--- config.mk ---
export PLATFORM = sky130hd
export DESIGN_NAME = des_key_sched_ctrl
export DESIGN_NICKNAME = d
export VERILOG_FILES = /design/src/rtl/des_pkg.sv /design/src/rtl/des_pc2.sv /design/src/rtl/des_key_sched_ctrl.sv
export SDC_FILE = /design/constraint.sdc
export NUM_CORES = 1
export LEC_CHECK = 0
export BUFFER_PORTS_ARGS = -buffer_cell sky130_fd_sc_hd__buf_4
export CELL_PAD_IN_SITES_DETAIL_PLACEMENT = 0
export CELL_PAD_IN_SITES_GLOBAL_PLACEMENT = 1
export CORE_MARGIN = 2
export CORE_UTILIZATION = 44
export DETAILED_ROUTE_END_ITERATION = 6
export GPL_TIMING_DRIVEN = 0
export PLACE_DENSITY = 0.95
export SYNTH_ARGS = -nofsm -noshare
export SYNTH_HDL_FRONTEND = slang
export SYNTH_SLANG_ARGS = --single-unit
--- constraint.sdc ---
create_clock -name clk -period 8.1 [get_ports clk]
set_clock_uncertainty 0.2 [all_clocks]
set_input_delay 1.62 -clock clk [delete_from_list [all_inputs] [get_ports clk]]
set_output_delay 1.62 -clock clk [all_outputs]
set_load 0.01 [all_outputs]
--- src/rtl/des_pkg.sv ---
// Shared DES key-schedule constants: PC-1/PC-2 tables, shift schedule, FSM encoding, rotate helper.
// Table entries use DES 1-indexed bit numbering where bit 1 is the MSB.
package des_pkg;

  localparam int ROUND_W = 5;
  localparam int HALF_W  = 28;
  localparam int CD_W    = 56;
  localparam int SK_W    = 48;
  localparam int KEY_W   = 64;

  typedef enum logic [1:0] {
    ST_IDLE  = 2'd0,
    ST_ROUND = 2'd1,
    ST_DONE  = 2'd2
  } state_t;

  localparam int PC1_TBL [CD_W] = '{
    57, 49, 41, 33, 25, 17,  9,
     1, 58, 50, 42, 34, 26, 18,
    10,  2, 59, 51, 43, 35, 27,
    19, 11,  3, 60, 52, 44, 36,
    63, 55, 47, 39, 31, 23, 15,
     7, 62, 54, 46, 38, 30, 22,
    14,  6, 61, 53, 45, 37, 29,
    21, 13,  5, 28, 20, 12,  4
  };

  localparam int PC2_TBL [SK_W] = '{
    14, 17, 11, 24,  1,  5,
     3, 28, 15,  6, 21, 10,
    23, 19, 12,  4, 26,  8,
    16,  7, 27, 20, 13,  2,
    41, 52, 31, 37, 47, 55,
    30, 40, 51, 45, 33, 48,
    44, 49, 39, 56, 34, 53,
    46, 42, 50, 36, 29, 32
  };

  localparam int SHIFT_TBL [16] = '{1, 1, 2, 2, 2, 2, 2, 2, 1, 2, 2, 2, 2, 2, 2, 1};

  // Shift amount for 1-based round r; rounds outside 1..16 rotate by zero.
  function automatic logic [1:0] shift_amt(input int r);
    logic [1:0] a;
    logic [3:0] idx;
    a   = 2'd0;
    idx = 4'(r - 1);
    if (r >= 1 && r <= 16) a = 2'(SHIFT_TBL[idx]);
    return a;
  endfunction

  // Rotating "left" moves bits toward DES bit 1, i.e. toward the vector MSB.
  function automatic logic [HALF_W-1:0] rot28(input logic [HALF_W-1:0] x,
                                              input logic [1:0]        amt,
                                              input logic              right);
    logic [HALF_W-1:0] y;
    y = x;
    if (right) begin
      if (amt == 2'd1)      y = {x[0], x[27:1]};
      else if (amt == 2'd2) y = {x[1:0], x[27:2]};
    end else begin
      if (amt == 2'd1)      y = {x[26:0], x[27]};
      else if (amt == 2'd2) y = {x[25:0], x[27:26]};
    end
    return y;
  endfunction

endpackage

--- src/rtl/des_pc2.sv ---
// PC-2 compression: pure wiring that selects 48 of the 56 C/D bits to form a round subkey.
// Both ports use [N:1] vectors so DES bit n sits at index N+1-n.
module des_pc2
  import des_pkg::*;
(
  input  logic [CD_W:1] i_cd,
  output logic [SK_W:1] o_subkey
);

  for (genvar j = 1; j <= SK_W; j++) begin : g_sel
    assign o_subkey[SK_W+1-j] = i_cd[CD_W+1-PC2_TBL[j-1]];
  end

endmodule

--- src/rtl/des_key_sched_ctrl.sv ---
// DES round sequencer: PC-1 load on start, per-round C/D rotation, registered PC-2 subkey, start/busy/done.
// Define DES_KEY_PARITY_CHECK_EN to add key_err and reject keys whose bytes fail odd parity.
module des_key_sched_ctrl
  import des_pkg::*;
#(
  parameter int NUM_ROUNDS = 16
) (
  input  logic               clk,
  input  logic               rst,
  input  logic               start,
  input  logic               decrypt,
  input  logic [KEY_W:1]     key,
  input  logic               hold,
  output logic               busy,
  output logic               round_en,
  output logic [ROUND_W:1]   round_num,
  output logic [SK_W:1]      subkey,
  output logic               last_round,
  output logic               done
`ifdef DES_KEY_PARITY_CHECK_EN
  ,
  output logic               key_err
`endif
);

  localparam logic [ROUND_W-1:0] LAST_RND = ROUND_W'(NUM_ROUNDS);

  state_t             r_state;
  logic [CD_W:1]      r_cd;
  logic               r_dec;
  logic [ROUND_W-1:0] r_round;
  logic [SK_W:1]      r_subkey;
  logic               r_busy;
  logic               r_done;

  logic [CD_W:1]      w_pc1;
  logic [CD_W:1]      w_src;
  logic [CD_W:1]      w_cd_nxt;
  logic [SK_W:1]      w_subkey_nxt;
  logic               w_dec_sel;
  logic [ROUND_W-1:0] w_next_round;
  logic [1:0]         w_amt;
  logic               w_key_ok;
  logic               w_accept;
  logic               w_idle;

  for (genvar i = 1; i <= CD_W; i++) begin : g_pc1
    assign w_pc1[CD_W+1-i] = key[KEY_W+1-PC1_TBL[i-1]];
  end

`ifdef DES_KEY_PARITY_CHECK_EN
  logic [7:0] w_par_ok;
  for (genvar b = 0; b < 8; b++) begin : g_par
    assign w_par_ok[b] = ^key[8*b+8 : 8*b+1];
  end
  assign w_key_ok = &w_par_ok;
`else
  logic w_unused_par;
  assign w_unused_par = ^{key[57], key[49], key[41], key[33], key[25], key[17], key[9], key[1]};
  assign w_key_ok     = 1'b1;
`endif

  assign w_idle       = (r_state == ST_IDLE);
  assign w_accept     = w_idle && start && w_key_ok;
  assign w_src        = w_idle ? w_pc1 : r_cd;
  assign w_dec_sel    = w_idle ? decrypt : r_dec;
  assign w_next_round = w_idle ? ROUND_W'(1) : r_round + ROUND_W'(1);

  // Decrypt walks the schedule backwards: round 1 is C16/D16 == C0/D0, so no rotation.
  always_comb begin
    w_amt = 2'd0;
    if (w_dec_sel) begin
      if (w_next_round != ROUND_W'(1)) w_amt = shift_amt(18 - int'(w_next_round));
    end else begin
      w_amt = shift_amt(int'(w_next_round));
    end
  end

  assign w_cd_nxt = {rot28(w_src[CD_W:HALF_W+1], w_amt, w_dec_sel),
                     rot28(w_src[HALF_W:1],      w_amt, w_dec_sel)};

  des_pc2 u_pc2 (
    .i_cd     (w_cd_nxt),
    .o_subkey (w_subkey_nxt)
  );

  always_ff @(posedge clk or posedge rst) begin
    if (rst) begin
      r_state  <= ST_IDLE;
      r_cd     <= '0;
      r_dec    <= 1'b0;
      r_round  <= '0;
      r_subkey <= '0;
      r_busy   <= 1'b0;
      r_done   <= 1'b0;
    end else begin
      r_done <= 1'b0;
      case (r_state)
        ST_IDLE: begin
          if (w_accept) begin
            r_state  <= ST_ROUND;
            r_cd     <= w_cd_nxt;
            r_subkey <= w_subkey_nxt;
            r_dec    <= decrypt;
            r_round  <= ROUND_W'(1);
            r_busy   <= 1'b1;
          end
        end
        ST_ROUND: begin
          if (!hold) begin
            if (r_round == LAST_RND) begin
              r_state <= ST_DONE;
              r_round <= '0;
              r_busy  <= 1'b0;
              r_done  <= 1'b1;
            end else begin
              r_round  <= w_next_round;
              r_cd     <= w_cd_nxt;
              r_subkey <= w_subkey_nxt;
            end
          end
        end
        ST_DONE: r_state <= ST_IDLE;
        default: r_state <= ST_IDLE;
      endcase
    end
  end

`ifdef DES_KEY_PARITY_CHECK_EN
  logic r_key_err;
  always_ff @(posedge clk or posedge rst) begin
    if (rst) r_key_err <= 1'b0;
    else     r_key_err <= w_idle && start && !w_key_ok;
  end
  assign key_err = r_key_err;
`endif

  // Hold gates round_en in the same cycle, so these two stay combinational.
  assign round_en   = (r_state == ST_ROUND) && !hold;
  assign last_round = round_en && (r_round == LAST_RND);
  assign busy       = r_busy;
  assign round_num  = r_round;
  assign subkey     = r_subkey;
  assign done       = r_done;

endmodule
* Word level (Yosys, flattened, before mapping)
Memory sizes are Yosys's and may differ from the RTL's.
Cells that the tools add are included.
** Operators by class
- Add/sub/neg operators :: 4
- Order comparisons :: 6
- Eq/ne operators :: 9
- Mux-type cells :: 44
- Bitwise logic cells :: 2
- Reductions and logical operators :: 13
** Operators by type and width (count)
- two-way mux 28 bit :: 10
- two-way mux 56 bit :: 4
- two-way mux 48 bit :: 3
- one-hot mux 56 bit (2 select lines) :: 1
- one-hot mux 48 bit (2 select lines) :: 1
- two-way mux 2 bit :: 11
- two-way mux 5 bit :: 4
- greater-or-equal comparator 5 bit (second input constant) :: 2
- inverter 4 -> 5 bit :: 2
- one-hot mux 5 bit (2 select lines) :: 1
- != test 2 bit (second input constant) :: 4
- AND reduction 4 bit :: 2
- two-way mux 1 bit :: 7
- greater-or-equal comparator 6 x 2 -> 1 bit (second input constant) :: 1
- less-or-equal comparator 6 bit (second input constant) :: 1
- AND reduction 3 bit :: 2
- subtractor 5 x 5 -> 6 bit (first input constant) :: 1
- adder 5 x 1 -> 5 bit (second input constant) :: 1
- equality test 5 bit (second input constant) :: 1
- greater-or-equal comparator 5 x 1 -> 1 bit (second input constant) :: 1
- less-or-equal comparator 5 bit (second input constant) :: 1
- logical AND 1 bit :: 5
- != test 5 x 1 -> 1 bit (second input constant) :: 1
- equality test 2 x 1 -> 1 bit (second input constant) :: 2
- 9 further kinds :: 9
** Storage, ports and cells
- Register bits after elaboration :: 114
- ROM bits :: 1024
- Input port bits :: 69
- Output and inout bits :: 57
- Word-level logic and storage cells :: 87
- Memories :: 2
** Memories
- (no name shown) :: depth 16, width 32, rd ports 1, clocked after memory_dff 0, write ports 0, line des_pkg.sv:47 : if (r >= 1 && r <= 16) a = 2'(SHIFT_TBL[idx]);
- (no name shown) :: depth 16, width 32, rd ports 1, clocked after memory_dff 0, write ports 0, line des_pkg.sv:47

* Depth between registers and ports, before layout
Gate-level depths: netlist of run 1.
- Depth in word-level cells :: 18
- Depth in mapped cells :: 20
- Gate-level depth less buffers :: 15

* Hierarchy
From an unflattened synthesis of run 1, not the netlist that was laid out.
** Second synthesis, totals
- Cells, all modules :: 1055
- Area total of the unflattened synthesis :: 8216.6 µm²
** By module, submodules not included
- des_key_sched_ctrl :: times used 1, cells each 1007, area an instance 7856.3 µm², sequential area each 2852.7 µm²
- des_pc2 :: times used 1, cells each 48, area an instance 360.3 µm², sequential area each 0.0 µm²

* Least setup slack after synthesis of run 1
No wires, ideal clock.
- Path kind :: input -> output
- From :: in hold
- To :: out last_round
- Arrival time :: 2.140 ns
- Data required time :: 6.280 ns
- Setup slack :: 4.140 ns
- Stages :: 3
- Buffers on the path :: 0
- Path through :: inv_1 > and2_0 > and2_1
** On the way
- Longest elaborated chain between the ends :: 3
** RTL lines
- from (decl) :: line des_key_sched_ctrl.sv:13 : input logic hold,
- zero test 1 bit :: line des_key_sched_ctrl.sv:139 : assign round_en = (r_state == ST_ROUND) && !hold;
- logical AND 1 bit :: line des_key_sched_ctrl.sv:139
- via round_en :: line des_key_sched_ctrl.sv:15 : output logic round_en,
- logical AND 1 bit :: line des_key_sched_ctrl.sv:140 : assign last_round = round_en && (r_round == LAST_RND);
- to (decl) :: line des_key_sched_ctrl.sv:18 : output logic last_round,
The timed path passes the listed nets, and every way through them passes these cells.

* Worst setup path in the final report of run 1
- From :: reg r_state[0]
- To :: reg r_cd[42] (netlist name)
** On the way
- Longest elaborated chain between the ends :: 18
- Elaborated cells between the ends (all ways) :: 44
- Classes of those cells :: add/sub: 3; order compare: 4; eq/ne: 7; mux: 20; bitwise: 2; reduce/logical: 6; memory: 2
** RTL lines
- from (decl) :: line des_key_sched_ctrl.sv:28 : state_t r_state;
- from (signal assigned) :: line des_key_sched_ctrl.sv:89 : r_state <= ST_IDLE;
- from (signal assigned) :: line des_key_sched_ctrl.sv:101 : r_state <= ST_ROUND;
- from (signal assigned) :: line des_key_sched_ctrl.sv:112 : r_state <= ST_DONE;
- zero test 2 bit :: line des_key_sched_ctrl.sv:63, des_key_sched_ctrl.sv:98
- two-way mux 5 bit :: line des_key_sched_ctrl.sv:67 : assign w_next_round = w_idle ? ROUND_W'(1) : r_round + ROUND_W'(1);
- subtractor 5 x 5 -> 6 bit :: line des_key_sched_ctrl.sv:73 : if (w_next_round != ROUND_W'(1)) w_amt = shift_amt(18 - int'(w_next_round));
- subtractor 4 x 2 -> 4 bit :: line des_pkg.sv:46 : idx = 4'(r - 1);
- inverter 4 -> 5 bit (not written as such) :: line des_pkg.sv:47
- memory read (16 x 32 bit)
- two-way mux 2 bit (not written as such) (2 in a row) :: line des_pkg.sv:47
- two-way mux 2 bit :: line des_pkg.sv:47
- two-way mux 2 bit :: line des_key_sched_ctrl.sv:73
- two-way mux 2 bit :: line des_key_sched_ctrl.sv:72 : if (w_dec_sel) begin
- equality test 2 bit :: line des_pkg.sv:59, des_pkg.sv:62
- two-way mux 28 bit (on tied branches) :: line des_pkg.sv:62, des_pkg.sv:59
- two-way mux 28 bit (on tied branches) :: line des_pkg.sv:61, des_pkg.sv:58
- two-way mux 28 bit :: line des_pkg.sv:57 : if (right) begin
- two-way mux 56 bit :: line des_key_sched_ctrl.sv:111 : if (r_round == LAST_RND) begin
- two-way mux 56 bit :: line des_key_sched_ctrl.sv:110 : if (!hold) begin
- one-hot mux 56 bit (2 select lines) :: line des_key_sched_ctrl.sv:98 : case (r_state)
- to (signal assigned) :: line des_key_sched_ctrl.sv:102 : r_cd <= w_cd_nxt;
- to (signal assigned) :: line des_key_sched_ctrl.sv:118 : r_cd <= w_cd_nxt;
- to (decl) :: line des_key_sched_ctrl.sv:29 : logic [CD_W:1] r_cd;
Several ways; a longest one is shown, not always the timed one. The select of a mux whose other input is x is not followed.
A chain may end at the register's enable or synchronous reset.

==> results of run 1 <==
layout by cell type (no fill, tap or decap), types with 4 or more instances in the layout:
cell type and count:
buf_1 5, clkbuf_8 4, a22o_1 4, o22ai_1 8, a21oi_1 90, a221o_1 4
a32o_1 7, o211ai_1 7, o21ai_0 17, a32oi_1 10, a31oi_1 10, buf_4 166
a311oi_1 27, nand2_1 165, dfrtp_1 66, and2_1 14, buf_2 30, xnor2_1 5
nor2_1 66, clkbuf_1 29, a211oi_1 10, nor3b_1 5, a311o_1 6, nor3_1 27
nand3_1 19, and3_1 28, mux2i_1 64, nor4_1 21, ha_1 9, clkbuf_16 9
inv_1 7
cell families (layout without fill, tap and decap cells):
kind of cell / after synthesis / after routing / synth area share, %
and+or+nand+nor: 362 / 362 / 25.36
muxes: 68 / 68 / 10.74
buffers and inverters: 120 / 253 / 10.47
AOI/OAI and AO/OA: 234 / 234 / 24.82
other: 0 / 1 / 0
DFF: 66 / 66 / 25.46
adders and majority gates: 9 / 9 / 1.736
xor gates and xnor gates: 8 / 8 / 1.408
cell type report:
cell class / count / area share (%)
Multi-Input combinational cell: 681 / 52.49
Sequential cell: 66 / 20.86
Timing Repair Buffer: 117 / 11.09
Buffer: 112 / 8.200
Clock buffer: 15 / 3.634
Tap cell: 184 / 2.907
Inverter: 8 / 0.4108
Clock inverter: 1 / 0.3792
Antenna cell: 1 / 0.03160
state kept, by name, indices dropped and copies added, names as in the netlist:
register   flops
done           1
r_state        2
subkey         1
round_num      5
r_cd          55
busy           1
r_dec          1
routing by layer:
metal	vias to the layer above	wire, µm
met5	-	0
met2	628	11540
met4	0	1269
li1	3421	-
met3	103	3316
met1	3698	11200
critical path, delay by kind of cell, from the launching register on:
kind	cells	cell delay, ps
fa+ha+maj	1	280
buf+inv	5	1510
simple gates	6	1340
compound gates	2	800
flops	1	350
xor+xnor	1	350
mux	1	190
per-stage QoR:
stage          util (%)  area, µm²  setup slack [ps]
5_1_grt           54.68       7916              2794
4_1_cts           54.68       7916              3174
3_3_place_gp      52.46       7596              3212
2_1_floorplan         -       6487              4140
3_5_place_dp      52.48       7599              3212
6_report          54.69       7919              2946
worst max-delay path by stage:
stage,start,to,slack (ps),depth (start not counted)
3_5_place_dp,r_state[0]$_DFFE_PP0P_,r_cd[42]$_DFFE_PP0P_,3210,16
3_3_place_gp,r_state[0]$_DFFE_PP0P_,r_cd[40]$_DFFE_PP0P_,3210,17
2_1_floorplan,hold,last_round,4140,3
6_report,r_state[0]$_DFFE_PP0P_,r_cd[42]$_DFFE_PP0P_,2950,16
5_1_grt,r_state[0]$_DFFE_PP0P_,r_cd[42]$_DFFE_PP0P_,2790,16
4_1_cts,r_state[0]$_DFFE_PP0P_,r_cd[42]$_DFFE_PP0P_,3170,16
==> key figures, run 1 <==
Run status
  • Outcome: completed

Synthesis
  • Post-synth EDFFs: 0
  • Top-area cell type share of the netlist area: 25.46%
  • Post-Synthesis Cells: 867
  • Synthesized area per cell: approximately 7.5 µm²
  • Post-synthesis net count: 945
  • Post-synth top cells: nand2_1 (165), a21oi_1 (90), dfrtp_1 (66), nor2_1 (66), mux2i_1 (64)
  • Cell with the most instances after synthesis: nand2_1
  • Cell taking the most area after synthesis: dfrtp_1
  • Synth cell types: 62
  • Synth Register Bits: 66
  • Register area share after synthesis: roughly a quarter
  • YS warnings: 0
  • Cell area after synthesis: 6487 µm²
  • Async SR Flop Fraction: between 90% and 100%
  • Ys flop type: dfrtp_1
  • Synth area leaders: dfrtp_1 (25%), mux2i_1 (9.9%), nand2_1 (9.5%)

Cells and area
  • Cell Count, Final, Fillers Out: between 1000 and 1500
  • Share of layout cells above drive strength 1: 22.40%
  • Synthesis-to-finish area growth: 22.06%
  • Register Area: 1652 µm²
  • FILL cells: 1450
  • Final nets: ~1100
  • Area of the multi-input gates: ~4200 µm²

CTS
  • Clock root buffer: clkbuf_16
  • PostCTS Resize Cnt: 0
  • CTS H-tree lvls: 3
  • TritonCTS Buffers: 9
  • CTS Hold Bufs: 0
  • CTS clk-pin slew, worst paths: 60 ps
  • CTS tree: yes
  • Post-CTS repair timing setup buffer count: 0
  • Clk sinks: 66
  • Clk Latency, worst-skew pair: 360 ps
  • Clock Tree Buf Depth: 2

STA
  • Fmax: 194.0 MHz
  • Slew HR: 27.04%
  • RSZ-0062 raised after global routing: no
  • Hold WS: 320.5 ps
  • Tcrit/Tclk final: 63.63%
  • Max Transition Viols Final: 0
  • Finish-stage setup viols: 0
  • Worst Max-Slew Pin Slew: about 1100 ps
  • Crit path time final: 5154 ps
  • Setup TNS Final: 0 ps
  • Hold Vio Cnt, Final: 0

Routing
  • # DRC: 0
  • Vias post-DR: about 7900
  • DR iter-0 viols: between 1000 and 1500
  • Final wirelength: between 20000 and 30000 µm
  • Vias per cell: 6.624
  • Post-DRT Antenna Nets: 0
  • First-pass iteration count of the detailed router: 6
  • Wire per inst: 23.06 µm

Setup path
  • Setup CP Type: flip-flop to flip-flop
  • Worst R2R Setup Slack: 2950 ps
  • Critical-path cell list: buf_2 > or2_1 > buf_2 > nand2_1 > inv_1 > ha_1 > nor3_2 > nor3_1 > xnor2_1 > mux2i_1 > o21ai_1 > buf_2 > buf_1 > nand2_1 > o22ai_1 > nor3_1
  • Reg-to-Reg Start: r_state[0]$_DFFE_PP0P_
  • Worst path max stage delay: approximately 580 ps
  • Slowest CP cell: o21ai_1
  • Cell mode on critical path: buf_2
  • Critical path arrival: 5180 ps
  • Crit Path Max Fanout: 10
  • CP startpoint kind: flip-flop
  • Cell count of the worst reg-to-reg path: 16
  • Worst EP required: roughly 8000 ps
  • Reg2Reg Capture Point: r_cd[42]$_DFFE_PP0P_
  • CP Capture Type: flip-flop

Die
  • Rows: 44
  • I/O Pins: 126
  • Initial Util: 44.81%
  • CORE AREA: about 14000 µm²
  • Die X-Extent: 125.4 µm
  • Die Ht: between 100 and 150 µm
  • Die area: 15730 µm²

Place
  • Port Buffers: 117
  • DP HPWL: 18950 µm
  • Final GP Congestion: 0.9933
  • Dpl cells: 1168

Global route
  • Met3 usage in global routing: under 10%
  • Met2 Usage GRT: 49.13%
  • Gr usage total: 33.89%
  • Most Used Layer, Global Route: met2
  • Initial antenna violation count: 0
  • GR Util met1: 46.27%
  • Grt total ovfl: 0
  • First-pass GRT wire length: 41830 µm
  • Vias in the first global route: 7471
  • Largest net degree at the start of global routing: between 60 and 70

Min path
  • Min-delay src: busy$_DFFE_PP0P_
  • Worst Hold Path Cells: 2
  • Hold EP: busy$_DFFE_PP0P_
  • Worst hold path type: flip-flop to flip-flop

Flow run
  • Max cap viols: 0
Power of run 1 is not shown: default switching activity piles up to over one toggle a cycle in this logic, so the estimate is an artifact.
==> inputs of run 2 (changes only) <==
Settings changed: CORE_UTILIZATION 44 to 37, PLACE_DENSITY 0.95 to 0.86.
Clock period 8.1 ns to 4.5 ns, I/O delays scaled along.
==> key figures, run 2 (synthesis gave the netlist of run 1 again) <==
Routing
  • Wire per inst: 22.96 µm (-0.41%)
  • Vias per cell: 6.335 (-4.4%)
  • Final wirelength: 28220 µm (+3.3%)
  • Vias post-DR: 7786 (-0.82%)
  • # DRC: 1 (+1)
  • First-pass iteration count of the detailed router: 7 (+1)
  • Post-DRT Antenna Nets: 0 (unchanged)
  • DR iter-0 viols: 940 (-22%)

Global route
  • Met2 Usage GRT: 45.51% (-3.6 points)
  • Grt total ovfl: 0 (unchanged)
  • Most Used Layer, Global Route: met2
  • First-pass GRT wire length: 41820 µm (about the same)
  • Largest net degree at the start of global routing: 67 (unchanged)
  • GR Util met1: 39.65% (-6.6 points)
  • Vias in the first global route: 7190 (-3.8%)
  • Met3 usage in global routing: 9.918% (+1.7 points)
  • Gr usage total: 29.99% (-3.9 points)
  • Initial antenna violation count: 1 (+1)

Run status
  • Failing checks: design-rule violations
  • Outcome: complete, but fails checks

CTS
  • Clock Tree Buf Depth: 2 (unchanged)
  • CTS tree: yes
  • Clk Latency, worst-skew pair: 360 ps (about the same)
  • TritonCTS Buffers: 9 (unchanged)
  • Clock root buffer: clkbuf_16
  • CTS clk-pin slew, worst paths: 60 ps (about the same)
  • Clk sinks: 66 (unchanged)
  • CTS H-tree lvls: 3 (unchanged)

Setup path
  • Crit Path Max Fanout: 10 (unchanged)
  • CP Capture Type: flip-flop
  • Setup CP Type: flip-flop to flip-flop
  • Critical path arrival: 4370 ps (-810 ps)
  • Worst EP required: 4540 ps (-3590 ps)
  • CP startpoint kind: flip-flop

Cells and area
  • Cell Count, Final, Fillers Out: 1229 (+3.7%)
  • Max reg flops: 55 (unchanged)
  • Final nets: 1077 (+0.37%)
  • Share of layout cells above drive strength 1: 26.20% (+3.8 points)
  • Post-route core utilization: 47.66% (-7.0 points)
  • # diodes: 0 (-1)
  • Synthesis-to-finish area growth: 26.62%
  • Reg with most FFs: r_cd
  • Commonest non-fill, non-tap cells in the layout: buf_4 (179), nand2_1 (163), a21oi_1 (90)
  • FILL cells: 1758 (+21%)
  • Most common cell after layout, fill and taps aside: buf_4

Place
  • Dpl cells: 1210 (+3.6%)
  • Final GP Congestion: 0.9877 (-0.56%)
  • DP HPWL: 19560 µm (+3.2%)
  • Port Buffers: 117 (unchanged)

STA
  • Max Transition Viols Final: 0 (unchanged)
  • Hold WS: 302.6 ps (-17.86 ps)
  • RSZ-0062 raised after global routing: yes
  • Hold Vio Cnt, Final: 0 (unchanged)
  • Finish-stage setup viols: 0 (unchanged)
  • Fmax: 230.9 MHz (+19%)
  • Setup TNS Final: 0 ps (unchanged)
  • Worst Max-Slew Pin Slew: 1189 ps (+94.46 ps)
  • Tcrit/Tclk final: 96.26% (+33 points)
  • Slew HR: 20.74% (-6.3 points)
  • Crit path time final: 4332 ps (-822.7 ps)

Die
  • Die area: 18610 µm² (+18%)
  • I/O Pins: 126 (unchanged)
  • Rows: 48 (+9.1%)
  • Die Ht: 136.4 µm (+8.8%)
  • Initial Util: 37.64% (-7.2 points)
  • Die X-Extent: 136.4 µm (+8.8%)
  • CORE AREA: 17240 µm² (+19%)

Flow run
  • Max cap viols: 0 (unchanged)

Min path
  • Worst hold path type: flip-flop to flip-flop
[run 2: changes by cell type in the layout (fill, tap and decap cells not counted), sizes merged]
cell,previous run,this run
buf,202,206
clkinv,0,2
clkinvlp,0,3
diode,1,0
clkbuf,42,37
[run 2: path summary, 6_finish.rpt]
check | start | endpoint | slack, ps | cells past startpoint
max | r_state[0]$_DFFE_PP0P_ | r_cd[20]$_DFFE_PP0P_ | 170 | 19
min | busy$_DFFE_PP0P_ | busy$_DFFE_PP0P_ | 300 | 2
max reg2reg | r_state[0]$_DFFE_PP0P_ | r_cd[20]$_DFFE_PP0P_ | 170 | 19
min reg2reg | busy$_DFFE_PP0P_ | busy$_DFFE_PP0P_ | 300 | 2
max in group asynchronous | rst | round_num[1]$_DFFE_PP0P_ | 3360 | 3
min in group asynchronous | rst | r_cd[36]$_DFFE_PP0P_ | 410 | 3
[run 2: final cells by class]
class / count / area, µm² / share of cell area, %
inverters: 8 / 32.53 / 0.3960
clock buffers: 10 / 239.0 / 2.909
plain buffers: 112 / 730.7 / 8.896
repair buffers: 121 / 928.4 / 11.30
flip-flops and latches: 66 / 1653 / 20.12
clock inverters: 6 / 66.31 / 0.8073
multi-input cells: 681 / 4283 / 52.14
well taps: 225 / 281.5 / 3.427
[run 2: layer usage]
| layer | routed length [µm] | share of wire, % |
|---|---|---|
| met1 | 11350 | 40 |
| met2 | 12580 | 45 |
| met3 | 3350 | 12 |
| met4 | 938 | 3.3 |
| met5 | 0 | 0 |
[run 2: per-stage QoR]
stage	setup WS, ps	area (µm²)
floorplan	599.6	6487
global placement	-442.6	7647
detailed placement	-508.1	7677
CTS	-1.473	8088
global route	-16.63	8214
finish	168.4	8214
[run 2: timing repair]
| action | CTS | global route |
|---|---|---|
| hold buffers | 0 | 0 |
| endpoints found under the setup margin | 56 | 56 |
| resized for setup | 37 | 42 |
| buffers inserted | 1 | 2 |
| pin swaps | 2 | 5 |
[run 2: critical path: stages (launching register included)]
cell and delay, ps:
dfrtp_1 350, buf_2 170, or2_1 240, buf_4 190, nand2_4 110, inv_1 100, ha_2 240, inv_1 120
a21oi_4 60, o32a_1 350, a211oi_2 230, o2111ai_2 220, o21bai_4 250, and2_1 160, buf_4 170, buf_6 160
nand2_1 220, buf_4 260, a21oi_1 60, nor4_1 310
Power of run 2 is left out for the same reason.
==> inputs of run 3 (changes only) <==
Settings changed: CORE_UTILIZATION 37 to 41, PLACE_DENSITY 0.86 to 0.9, SETUP_SLACK_MARGIN set to 0.4.
Clock period 4.5 ns to 4.4 ns, I/O delays scaled along.
==> key figures, run 3 (synthesis gave the netlist of run 1 again) <==
Run status
  • Outcome: complete, but fails checks
  • Failing checks: design-rule violations

Routing
  • Vias per cell: 6.427 (+1.5%)
  • Wire per inst: 23.25 µm (+1.3%)
  • Final wirelength: 28510 µm (+1.0%)
  • First-pass iteration count of the detailed router: 7 (unchanged)
  • DR iter-0 viols: 1113 (+18%)
  • # DRC: 9 (+8)
  • Post-DRT Antenna Nets: 0 (unchanged)
  • Vias post-DR: 7880 (+1.2%)

Setup path
  • Critical path arrival: 3940 ps (-430 ps)
  • Worst path max stage delay: 420 ps (+70 ps)
  • Crit Path Max Fanout: 10 (unchanged)
  • Buffers and inverters on the worst path: 4 (-3)
  • Critical-path cell list: inv_1 > ha_4 > nand2_8 > ha_1 > clkbuf_2 > nand2b_1 > nor4_2 > a211oi_2 > o2111ai_2 > o21bai_4 > and2_4 > buf_8 > buf_2 > and3_1 > a311oi_1 > nor4_1
  • CP startpoint kind: flip-flop
  • Slowest CP cell: dfrtp_2
  • Crit. Startpoint: round_num[2]$_DFFE_PP0P_
  • Top delay family on crit path: simple AND/OR/NAND/NOR gates
  • Worst EP required: 4450 ps (-90 ps)
  • Setup CP Type: flip-flop to flip-flop
  • CP Capture Type: flip-flop
  • Reg-to-Reg Start: round_num[2]$_DFFE_PP0P_

STA
  • Hold Vio Cnt, Final: 0 (unchanged)
  • Hold WS: 264.1 ps (-38.51 ps)
  • Finish-stage setup viols: 0 (unchanged)
  • Slew HR: 25.88% (+5.1 points)
  • Setup ws final: 505.9 ps (+337.4 ps)
  • Crit path time final: 3894 ps (-437.4 ps)
  • Worst Max-Slew Pin Slew: 1112 ps (-77.14 ps)
  • RSZ-0062 raised after global routing: no
  • Setup TNS Final: 0 ps (unchanged)
  • Max Transition Viols Final: 0 (unchanged)
  • Tcrit/Tclk final: 88.50% (-7.8 points)
  • Fmax: 256.8 MHz (+11%)

Global route
  • Gr usage total: 33.29% (+3.3 points)
  • Largest net degree at the start of global routing: 52 (-22%)
  • Vias in the first global route: 7356 (+2.3%)
  • First-pass GRT wire length: 42450 µm (+1.5%)
  • Initial antenna violation count: 0 (-1)
  • Grt total ovfl: 0 (unchanged)

Cells and area
  • Final nets: 1088 (+1.0%)
  • Commonest non-fill, non-tap cells in the layout: buf_4 (188), nand2_1 (159), a21oi_1 (89)
  • Post-route core utilization: 57.00% (+9.3 points)
  • # diodes: 0 (unchanged)
  • Most common cell after layout, fill and taps aside: buf_4
  • Share of layout cells above drive strength 1: 30.64% (+4.4 points)
  • Reg with most FFs: r_cd
  • Max reg flops: 55 (unchanged)
  • FILL cells: 1464 (-17%)
  • Synthesis-to-finish area growth: 34.56%

Die
  • Die X-Extent: 129.8 µm (-4.9%)
  • Die Ht: 129.8 µm (-4.9%)
  • CORE AREA: 15310 µm² (-11%)
  • I/O Pins: 126 (unchanged)
  • Rows: 45 (-6.3%)
  • Die area: 16850 µm² (-9.5%)
  • Initial Util: 42.36% (+4.7 points)

Flow run
  • Max cap viols: 0 (unchanged)

CTS
  • CTS clk-pin slew, worst paths: 60 ps (about the same)
  • CTS H-tree lvls: 3 (unchanged)
  • CTS Hold Bufs: 0 (unchanged)
  • Clock root buffer: clkbuf_16
  • TritonCTS Buffers: 9 (unchanged)
  • Clock Tree Buf Depth: 2 (unchanged)
  • Clk Latency, worst-skew pair: 360 ps (about the same)
  • Clk sinks: 66 (unchanged)
  • CTS tree: yes

Place
  • Port Buffers: 117 (unchanged)
  • DP HPWL: 19570 µm (about the same)
  • DP Worst Slack: -589.1 ps (-81.01 ps)
  • Final GP Congestion: 1.002 (+1.4%)

Min path
  • Worst hold path type: primary input to async pin
[run 3: cell types whose count changed in the layout (fill, tap and decap cells not counted), sizes merged]
cell	delta
clkinvlp	-2
bufinv	+1
clkinv	-1
buf	+10
clkdlybuf4s15	+2
clkbuf	+1
[run 3: area by class of cell]
| cell class | count | area, µm² | share of cell area [%] |
|---|---|---|---|
| plain buffers | 112 | 893.4 | 10.23 |
| clock buffers | 12 | 266.5 | 3.053 |
| clock inverters | 4 | 72.57 | 0.8313 |
| inverters | 8 | 37.54 | 0.4300 |
| multi-input cells | 681 | 4494 | 51.48 |
| flip-flops and latches | 66 | 1655 | 18.96 |
| well taps | 211 | 264.0 | 3.024 |
| repair buffers | 132 | 1046 | 11.98 |
[run 3: path summary, 6_finish.rpt]
path / cells past startpoint / end / slack, ps
setup / recovery: 16 / r_cd[7]$_DFFE_PP0P_ / 510
hold / removal: 2 / r_cd[30]$_DFFE_PP0P_ / 260
setup reg to reg: 16 / r_cd[7]$_DFFE_PP0P_ / 510
hold reg to reg: 2 / r_cd[26]$_DFFE_PP0P_ / 320
max in group asynchronous: 3 / round_num[2]$_DFFE_PP0P_ / 3170
min in group clk: 2 / r_cd[26]$_DFFE_PP0P_ / 320
[run 3: what timing repair did]
item                                    4_1_cts  5_1_grt
pin swaps                                     8       18
resized for setup                            93       81
setup buffers                                 6        6
endpoints found under the setup margin       56       56
gates cloned                                  0        2
[run 3: per-layer routing]
| layer | vias up | part of all wire [%] | global-route usage, % | wire (µm) |
|---|---|---|---|---|
| li1 | 3458 | - | - | - |
| met1 | 3706 | 40 | 44.08 | 11330 |
| met2 | 603 | 44 | 51.31 | 12450 |
| met3 | 113 | 12 | 8.815 | 3491 |
| met4 | 0 | 4.3 | 14.42 | 1229 |
| met5 | - | 0 | 0 | 0 |
[run 3: metrics by stage]
| stage | area [µm²] | instances |
|---|---|---|
| floorplan | 6487 | 867 |
| detailed placement | 7660 | 1196 |
| finish | 8730 | 1226 |
| global route | 8730 | 1226 |
| CTS | 8354 | 1218 |
| global placement | 7630 | 1195 |
[run 3: worst register-to-register path, stage by stage (launching register included)]
cell       delay, ps
dfrtp_2          420
inv_1             90
ha_4             320
nand2_8           70
ha_1             190
clkbuf_2         160
nand2b_1         170
nor4_2           300
a211oi_2         130
o2111ai_2        310
o21bai_4         230
and2_4           180
buf_8            140
buf_2            280
and3_1           200
a311oi_1          50
nor4_1           340
Power of run 3 is left out for the same reason.
